--- src/rtl/column_shift_acc.sv ---
// Column shift-accumulator: per-lane shifted partial sums are reduced
// and accumulated with saturation across a multi-beat pass.
module column_shift_acc #(
   parameter int NUM_PE  = 16,
   parameter int SUM_W   = 10,
   parameter int SHIFT_W = 4,
   parameter int ACC_W   = 28,
   parameter int CNT_W   = 8
) (
   input  logic                       clk,
   input  logic                       reset,
   input  logic                       in_valid,
   output logic                       in_ready,
   input  logic                       in_last,
   input  logic [NUM_PE*SUM_W-1:0]    pe_sum,
   input  logic [NUM_PE*SHIFT_W-1:0]  shift,
   input  logic [NUM_PE-1:0]          lane_en,
   output logic                       out_valid,
   input  logic                       out_ready,
   output logic [ACC_W-1:0]           total_output,
   output logic                       sat_flag,
   output logic [CNT_W-1:0]           beat_count
);

   localparam int TERM_W = SUM_W + (1 << SHIFT_W) - 1;
   localparam int TOT_W  = TERM_W + $clog2(NUM_PE);
   localparam int EXT_W  = ((ACC_W > TOT_W) ? ACC_W : TOT_W) + 1;

   localparam logic signed [EXT_W-1:0] ACC_MAX =
      {{(EXT_W-ACC_W+1){1'b0}}, {(ACC_W-1){1'b1}}};
   localparam logic signed [EXT_W-1:0] ACC_MIN =
      {{(EXT_W-ACC_W+1){1'b1}}, {(ACC_W-1){1'b0}}};

   typedef enum logic [1:0] {
      ACCUM = 2'd0,
      DRAIN = 2'd1,
      HOLD  = 2'd2
   } state_t;

   state_t state;

   logic accept;
   logic consume;
   logic v1, last1;
   logic v2, last2;
   logic last3;

   logic signed [TERM_W-1:0] term_next [NUM_PE];
   logic signed [TERM_W-1:0] term      [NUM_PE];
   logic signed [TOT_W-1:0]  tot_next;
   logic signed [TOT_W-1:0]  tot;
   logic signed [EXT_W-1:0]  acc_ext;
   logic signed [ACC_W-1:0]  acc;
   logic signed [ACC_W-1:0]  acc_next;
   logic                     clamp;

   assign accept       = in_valid && in_ready;
   assign consume      = out_valid && out_ready;
   assign total_output = acc;

   // Lane terms: sign-extend to full width first so the shift never truncates
   always_comb begin
      for (int i = 0; i < NUM_PE; i++) begin
         term_next[i] = '0;
         if (lane_en[i])
            term_next[i] = TERM_W'($signed(pe_sum[i*SUM_W +: SUM_W]))
                           <<< shift[i*SHIFT_W +: SHIFT_W];
      end
   end

   // Column reduction at full width; log2(NUM_PE) guard bits prevent overflow
   always_comb begin
      tot_next = '0;
      for (int i = 0; i < NUM_PE; i++)
         tot_next = tot_next + TOT_W'(term[i]);
   end

   // Accumulate at extended width, then clamp into the signed ACC_W range
   always_comb begin
      acc_ext  = EXT_W'(acc) + EXT_W'(tot);
      acc_next = acc_ext[ACC_W-1:0];
      clamp    = 1'b0;
      if (acc_ext > ACC_MAX) begin
         acc_next = ACC_MAX[ACC_W-1:0];
         clamp    = 1'b1;
      end else if (acc_ext < ACC_MIN) begin
         acc_next = ACC_MIN[ACC_W-1:0];
         clamp    = 1'b1;
      end
   end

   // Stage 1 and 2 pipeline registers with valid/last tags
   always_ff @(posedge clk) begin
      if (reset) begin
         v1    <= 1'b0;
         last1 <= 1'b0;
         v2    <= 1'b0;
         last2 <= 1'b0;
         last3 <= 1'b0;
         term  <= '{default: '0};
         tot   <= '0;
      end else begin
         v1    <= accept;
         last1 <= accept && in_last;
         if (accept)
            term <= term_next;
         v2    <= v1;
         last2 <= v1 && last1;
         if (v1)
            tot <= tot_next;
         last3 <= v2 && last2;
      end
   end

   // Stage 3 accumulator, sticky saturation and saturating beat counter
   always_ff @(posedge clk) begin
      if (reset) begin
         acc        <= '0;
         sat_flag   <= 1'b0;
         beat_count <= '0;
      end else if (consume) begin
         acc        <= '0;
         sat_flag   <= 1'b0;
         beat_count <= '0;
      end else begin
         if (v2) begin
            acc <= acc_next;
            if (clamp)
               sat_flag <= 1'b1;
         end
         if (accept && (beat_count != '1))
            beat_count <= beat_count + CNT_W'(1);
      end
   end

   // Pass control: accept beats, drain the pipeline, hold result until taken
   always_ff @(posedge clk) begin
      if (reset) begin
         state     <= ACCUM;
         in_ready  <= 1'b1;
         out_valid <= 1'b0;
      end else begin
         unique case (state)
            ACCUM: begin
               if (accept && in_last) begin
                  state    <= DRAIN;
                  in_ready <= 1'b0;
               end
            end
            DRAIN: begin
               if (last3) begin
                  state     <= HOLD;
                  out_valid <= 1'b1;
               end
            end
            HOLD: begin
               if (out_ready) begin
                  state     <= ACCUM;
                  out_valid <= 1'b0;
                  in_ready  <= 1'b1;
               end
            end
            default: begin
               state     <= ACCUM;
               in_ready  <= 1'b1;
               out_valid <= 1'b0;
            end
         endcase
      end
   end

endmodule

--- config.mk ---
export PLATFORM = sky130hd
export DESIGN_NAME = column_shift_acc
export DESIGN_NICKNAME = d
export VERILOG_FILES = /design/src/rtl/column_shift_acc.sv
export SDC_FILE = /design/constraint.sdc
export NUM_CORES = 2
export LEC_CHECK = 0
export ABC_AREA = 1
export CAP_MARGIN = 20
export CORE_UTILIZATION = 50
export DETAILED_ROUTE_END_ITERATION = 8
export PLACE_DENSITY = 0.75
export SLEW_MARGIN = 10
export SYNTH_ARGS = -nofsm -noshare
export SYNTH_HDL_FRONTEND = slang
export SYNTH_SLANG_ARGS = --single-unit
export TNS_END_PERCENT = 1
--- constraint.sdc ---
create_clock -name clk -period 5.4 [get_ports clk]
set_clock_uncertainty 0.05 [all_clocks]
set_input_delay 0.81 -clock clk [delete_from_list [all_inputs] [get_ports clk]]
set_output_delay 0.81 -clock clk [all_outputs]
set_load 0.1 [all_outputs]
# Yosys cells after proc, flatten, opt, wreduce, memory -nomap -nowiden
# Cells that the tools add are included.
[word_totals]
ram_bits = 0
memories = 0
in_bits = 245
reg_bits = 475
romBits = 0
out_inout_bits = 39
latch_bits = 0
[op_classes]
n_mul = 0
addsub = 17
n_shift = 16
eq_ne = 6
div_mod_pow = 0
bitwise_logic = 2
n_reduce_logical = 12
magnitude_cmp = 2
mux = 30
[ops]
columns = ["op", "n"]
rows = [
  ["25-bit two-way mux", 16],
  ["10-bit by 4-bit <<< shifter with 25-bit output", 16],
  ["29-bit by 25-bit adder with 29-bit output", 11],
  ["28-bit two-way mux", 2],
  ["28-bit by 29-bit adder with 30-bit output", 1],
  ["30-bit by 28-bit greater-than comparator with 1-bit output, second input constant", 1],
  ["30-bit by 28-bit < comparator with 1-bit output, second input constant", 1],
  ["28-bit by 25-bit adder with 29-bit output", 1],
  ["27-bit by 25-bit adder with 28-bit output", 1],
  ["26-bit by 25-bit adder with 27-bit output", 1],
  ["25-bit by 25-bit adder with 26-bit output", 1],
  ["3-bit AND reduction", 3],
  ["8-bit by 1-bit adder with 8-bit output, second input constant", 1],
  ["8-bit inequality test, second input constant", 1],
  ["1-bit logical AND", 6],
  ["1-bit two-way mux", 6],
  ["2-bit two-way mux", 3],
  ["2-bit inequality test, second input constant", 3],
  ["1-bit one-hot mux with 3 select lines", 2],
  ["2-bit one-hot mux with 3 select lines", 1],
  ["2-bit by 1-bit == test with 1-bit output, second input constant", 1],
  ["2-bit == test, second input constant", 1],
  ["2-bit zero test", 1],
  ["1-bit NOT", 2],
  ["other kinds (2)", 2],
]

# Longest topological paths before layout
[depth]
depth_word = 15
mapped_depth = 26
ltp_nobuf = 26

# Least setup slack after synthesis
# No wires, ideal clock.
[synth_timing]
kind = "reg-to-reg"
from = "reg term[302] (netlist bit)"
to = "reg tot[28]"
setup_ns = 0.109
period_less_slack_ns = 5.347
arrival_time_ns = 5.188
required_time_ns = 5.241
path_buffers = 0
stages_incl_launch_ff = 24
path_slack_ns = 0.053
cell_sequence = "dfxtp_1 inv_1 fa_1 fa_1 inv_1 fa_1 fa_1 inv_1 fa_1 fa_1 inv_1 ha_1 inv_1 fa_1 o21ai_1 nand3_1 o211ai_1 inv_1 o21ai_1 nand2_1 nand3b_1 nand3_1 nand2_1 inv_1"
[synth_between]
elab_chain_len = 13
[synth_lines]
columns = ["element", "line_no", "source"]
rows = [
  ["from (decl)", "49", "logic signed [TERM_W-1:0] term [NUM_PE];"],
  ["from (signal assigned)", "106", "term <= term_next;"],
  ["27-bit by 25-bit adder with 28-bit output", "75", "tot_next = tot_next + TOT_W'(term[i]);"],
  ["28-bit by 25-bit adder with 29-bit output", "75", ""],
  ["29-bit by 25-bit adder with 29-bit output (11 in a row)", "75", ""],
  ["to (signal assigned)", "110", "tot <= tot_next;"],
  ["to (decl)", "51", "logic signed [TOT_W-1:0] tot;"],
]
# No other way between the ends.
# A chain may end at the register's enable or synchronous reset.

# Worst setup path after layout
[layout_timing]
from = "reg term[86] (netlist bit)"
to = "reg tot[25]"
[layout_between]
elab_chain_len = 4
[layout_lines]
columns = ["element", "line_no"]
rows = [
  ["29-bit by 25-bit adder with 29-bit output (4 in a row)", "75"],
]
# No other way between the ends.

==> flow_metrics.env <==
export IMPL_worstPathRequired_ns=5.87
export IMPL_start_util_pct=50.6
export IMPL_yosysMostFrequentCell="nand2_1"
export IMPL_power_switching_mw=5.86
export IMPL_grt_max_degree=215
export IMPL_grt_setup_unrepaired="true"
export IMPL_synth_edf_count=0
export IMPL_nets=6045
export IMPL_boundaryPins=284
export IMPL_violations="setup timing"
export IMPL_cts_hold_buf=0
export IMPL_period_share_pct=100
export IMPL_hp_class="flop to flop"
export IMPL_critPathBufInv=7
export IMPL_numCtsBuffers=54
export IMPL_pwr_share_clk_pct=26.3
export IMPL_seq_area_frac_synth_pct=26.3
export IMPL_worst_slew_pin_slew_ns=1.13
export IMPL_clock_latency_ns=0.62
export IMPL_finalHoldViolations=0
export IMPL_routed_wl_mm=120
export IMPL_drive_gt1_share_pct=6.66
export IMPL_cp_top_family="adder cells"
export IMPL_hpwl_mm=96.0
export IMPL_peakVddDrop_uv=291
export IMPL_endpoint_kind="flop"
export IMPL_p_int_mw=8.90
export IMPL_status="finished with violations"
export IMPL_die_y_um=271
export IMPL_maxSlewHeadroom_pct=25.0
export IMPL_via_per_inst=5.42
export IMPL_die_x_um=271
export IMPL_fmax_mhz=185
export IMPL_syn_num_nets=5764
export IMPL_power_density_nw_per_um2=345
export IMPL_synthTopCellsByCount="nand2_1 (1378), inv_1 (956), dfxtp_1 (475)"
export IMPL_finalSetupTns_ns=-0.0332
export IMPL_dr_total_vias=34500
export IMPL_min_period_ns=5.42
export IMPL_crit_path_top_delay_cell="fa_1"
export IMPL_grt_pass1_wl_mm=184
export IMPL_cpPeakStageDelay_ns=0.62
export IMPL_syn_cell_area_sq_um=36200
export IMPL_final_cell_area_sq_um=42700
export IMPL_port_buffers=283
export IMPL_syn_avg_cell_area_sq_um=7.11
export IMPL_critPathLaunchType="flop"
export IMPL_tritoncts="done"
export IMPL_std_cell_rows=98
export IMPL_drv_slew=0
export IMPL_synth_cell_types=49
export IMPL_wl_per_cell_um=18.8
export IMPL_switching_share_pct=39.7
export IMPL_syn_to_final_growth_pct=18.0
export IMPL_die_area_sq_um=73500
export IMPL_dp_slack_ns=-0.284
export IMPL_synthFlopType="dfxtp_1"
export IMPL_post_cts_buffers=0
export IMPL_postRouteAntennaNets=0
export IMPL_synthTopCellsByArea="dfxtp_1 (26%), fa_1 (20%), nand2_1 (14%)"
export IMPL_first_pass_iters=7
export IMPL_yosysTopAreaCell="dfxtp_1"
export IMPL_drc=0
export IMPL_path_class="flop to flop"
export IMPL_syn_inst=5096
export IMPL_ys_warn_count=0
export IMPL_stdcell_count=6372
export IMPL_async_reset_ff_share_pct=0
export IMPL_routabilityCongestion=1.02
export IMPL_setup_viol=3
export IMPL_placed_cells=6270
export IMPL_cts_max_level=2
export IMPL_path_max_fanout=3
export IMPL_arrival_ns=5.89
export IMPL_synth_seq_cells=475
export IMPL_cts_root_buffer="clkbuf_16"
export IMPL_grt_total_usage_pct=32.1
export IMPL_seqPwrFrac_pct=26.0
export IMPL_grt_antenna_before_repair=2
export IMPL_core_area_sq_um=71600
export IMPL_grt_remaining_overflow=0
export IMPL_max_cap_viol_count=0
export IMPL_post_dp_cell_area_sq_um=40600
export IMPL_clk_path_buf_depth=3
export IMPL_grt_pass1_vias=32400
export IMPL_synth_top_cell_area_share_pct=26.3
export IMPL_worstPathCellList="inv_1 -> fa_1 -> inv_1 -> fa_1 -> fa_1 -> fa_1 -> fa_1 -> inv_1 -> fa_1 -> inv_1 -> ha_1 -> nand2_1 -> buf_4 -> inv_1 -> a21oi_2 -> nand2_1 -> nand2_2 -> nand3_4 -> nand2_2 -> nand2_1 -> nand2_1 -> nand3_1 -> o211ai_1 -> inv_1"
export IMPL_path_clk_slew_ns=0.07
export IMPL_p_leak_nw=19.3
export IMPL_clkSinkCount=475
export IMPL_drt_iter0_drc=3756
export IMPL_pwr_share_comb_pct=47.7
export IMPL_fin_ws_ns=-0.0181
## power by group through the flow
stage	clock network (mW)	registers [mW]	logic, mW
after floorplan	0	3.97	3.61
after detailed placement	0	3.90	6.57
final	3.88	3.83	7.04
after CTS	3.88	3.83	6.72
after global placement	0	3.90	6.53
after global routing	4.03	3.85	7.65
## final timing paths
path / start / endpoint / slack (ns) / cells after the start
hold / removal: last2 / last3 / 0.37 / 2
setup / recovery: term[86] / tot[25] / -0.02 / 24
hold reg to reg: last2 / last3 / 0.37 / 2
setup reg to reg: term[86] / tot[25] / -0.02 / 24
## metal layers
metal | share of wire (%) | vias to the layer above | GRT usage, %
met1 | 41 | 16200 | 42.9
li1 | - | 16600 | -
met5 | 0 | - | 0
met2 | 45 | 1480 | 51.1
met4 | 5.5 | 0 | 15.1
met3 | 8.2 | 259 | 4.97
## per-stage QoR
step | power [mW] | utilization (%) | hold slack, ns
after floorplan | 7.58 | - | 0.354
after global placement | 10.4 | 56.7 | 0.359
after detailed placement | 10.5 | 56.7 | 0.360
after CTS | 14.4 | 59.4 | 0.378
after global routing | 15.5 | 59.7 | 0.399
final | 14.8 | 59.7 | 0.374
## cell type report
type / instances / area, sq um
clock buffers: 82 / 1670
fillers: 6590 / 28900
flip-flops and latches: 475 / 9510
multi-input cells: 3453 / 22500
well taps: 950 / 1190
diodes: 1 / 2.50
repair buffers: 434 / 4030
inverters: 959 / 3600
clock inverters: 18 / 185
## sequential cells by signal, indices dropped and copies added (netlist names)
signal,flops
total_output,28
term,400
beat_count,8
last3,1
out_valid,1
tot,29
last1,1
sat_flag,1
state,2
v2,1
last2,1
v1,1
in_ready,1
## kinds of logic (layout without fill, tap and decap cells)
group | Yosys count | after routing | share of synthesized area (%)
flops | 475 | 475 | 26.3
simple gates | 1900 | 1900 | 20.9
mux | 33 | 33 | 0.912
fa+ha+maj | 423 | 423 | 22.1
xor+xnor | 35 | 35 | 0.846
buf+inv | 1168 | 1493 | 12.2
compound gates | 1062 | 1062 | 16.9
other cells | 0 | 1 | 0
## placed cells by master, fill, tap and decap left out, drive strengths merged, types with 2 or more instances in the layout
cell	synthesis	routed
a31o	2	2
nor3	34	34
xor2	20	20
o221ai	35	35
a2bb2oi	36	36
clkinvlp	0	2
a21oi	291	291
nand3b	3	3
buf	15	152
mux2i	33	33
or2	38	38
o21a	20	20
nand3	120	120
nand4	15	15
ha	64	64
nor4	17	17
clkinv	1	13
o21ai	422	422
xnor2	15	15
o211ai	24	24
o21bai	5	5
a22oi	62	62
o22ai	4	4
dfxtp	475	475
a21o	3	3
nor2	287	287
clkdlybuf4s50	0	282
clkbuf	194	82
fa	359	359
inv	958	959
bufinv	0	3
a31oi	153	153
nand2	1384	1384
## what timing repair did
action,4_1_cts,5_1_grt
gates cloned,0,0
pin swaps,2,14
gates resized for setup,22,53
endpoints found under the hold margin,0,0
setup endpoints to repair,17,20
## worst register-to-register path: stages (launching register included)
cell	delay (ns)
dfxtp_1	0.33
inv_1	0.11
fa_1	0.56
inv_1	0.12
fa_1	0.62
fa_1	0.47
fa_1	0.46
fa_1	0.50
inv_1	0.05
fa_1	0.50
inv_1	0.06
ha_1	0.33
nand2_1	0.15
buf_4	0.12
inv_1	0.05
a21oi_2	0.15
nand2_1	0.10
nand2_2	0.08
nand3_4	0.09
nand2_2	0.09
nand2_1	0.05
nand2_1	0.05
nand3_1	0.07
o211ai_1	0.10
inv_1	0.06
(Power assumes the default switching activity.)
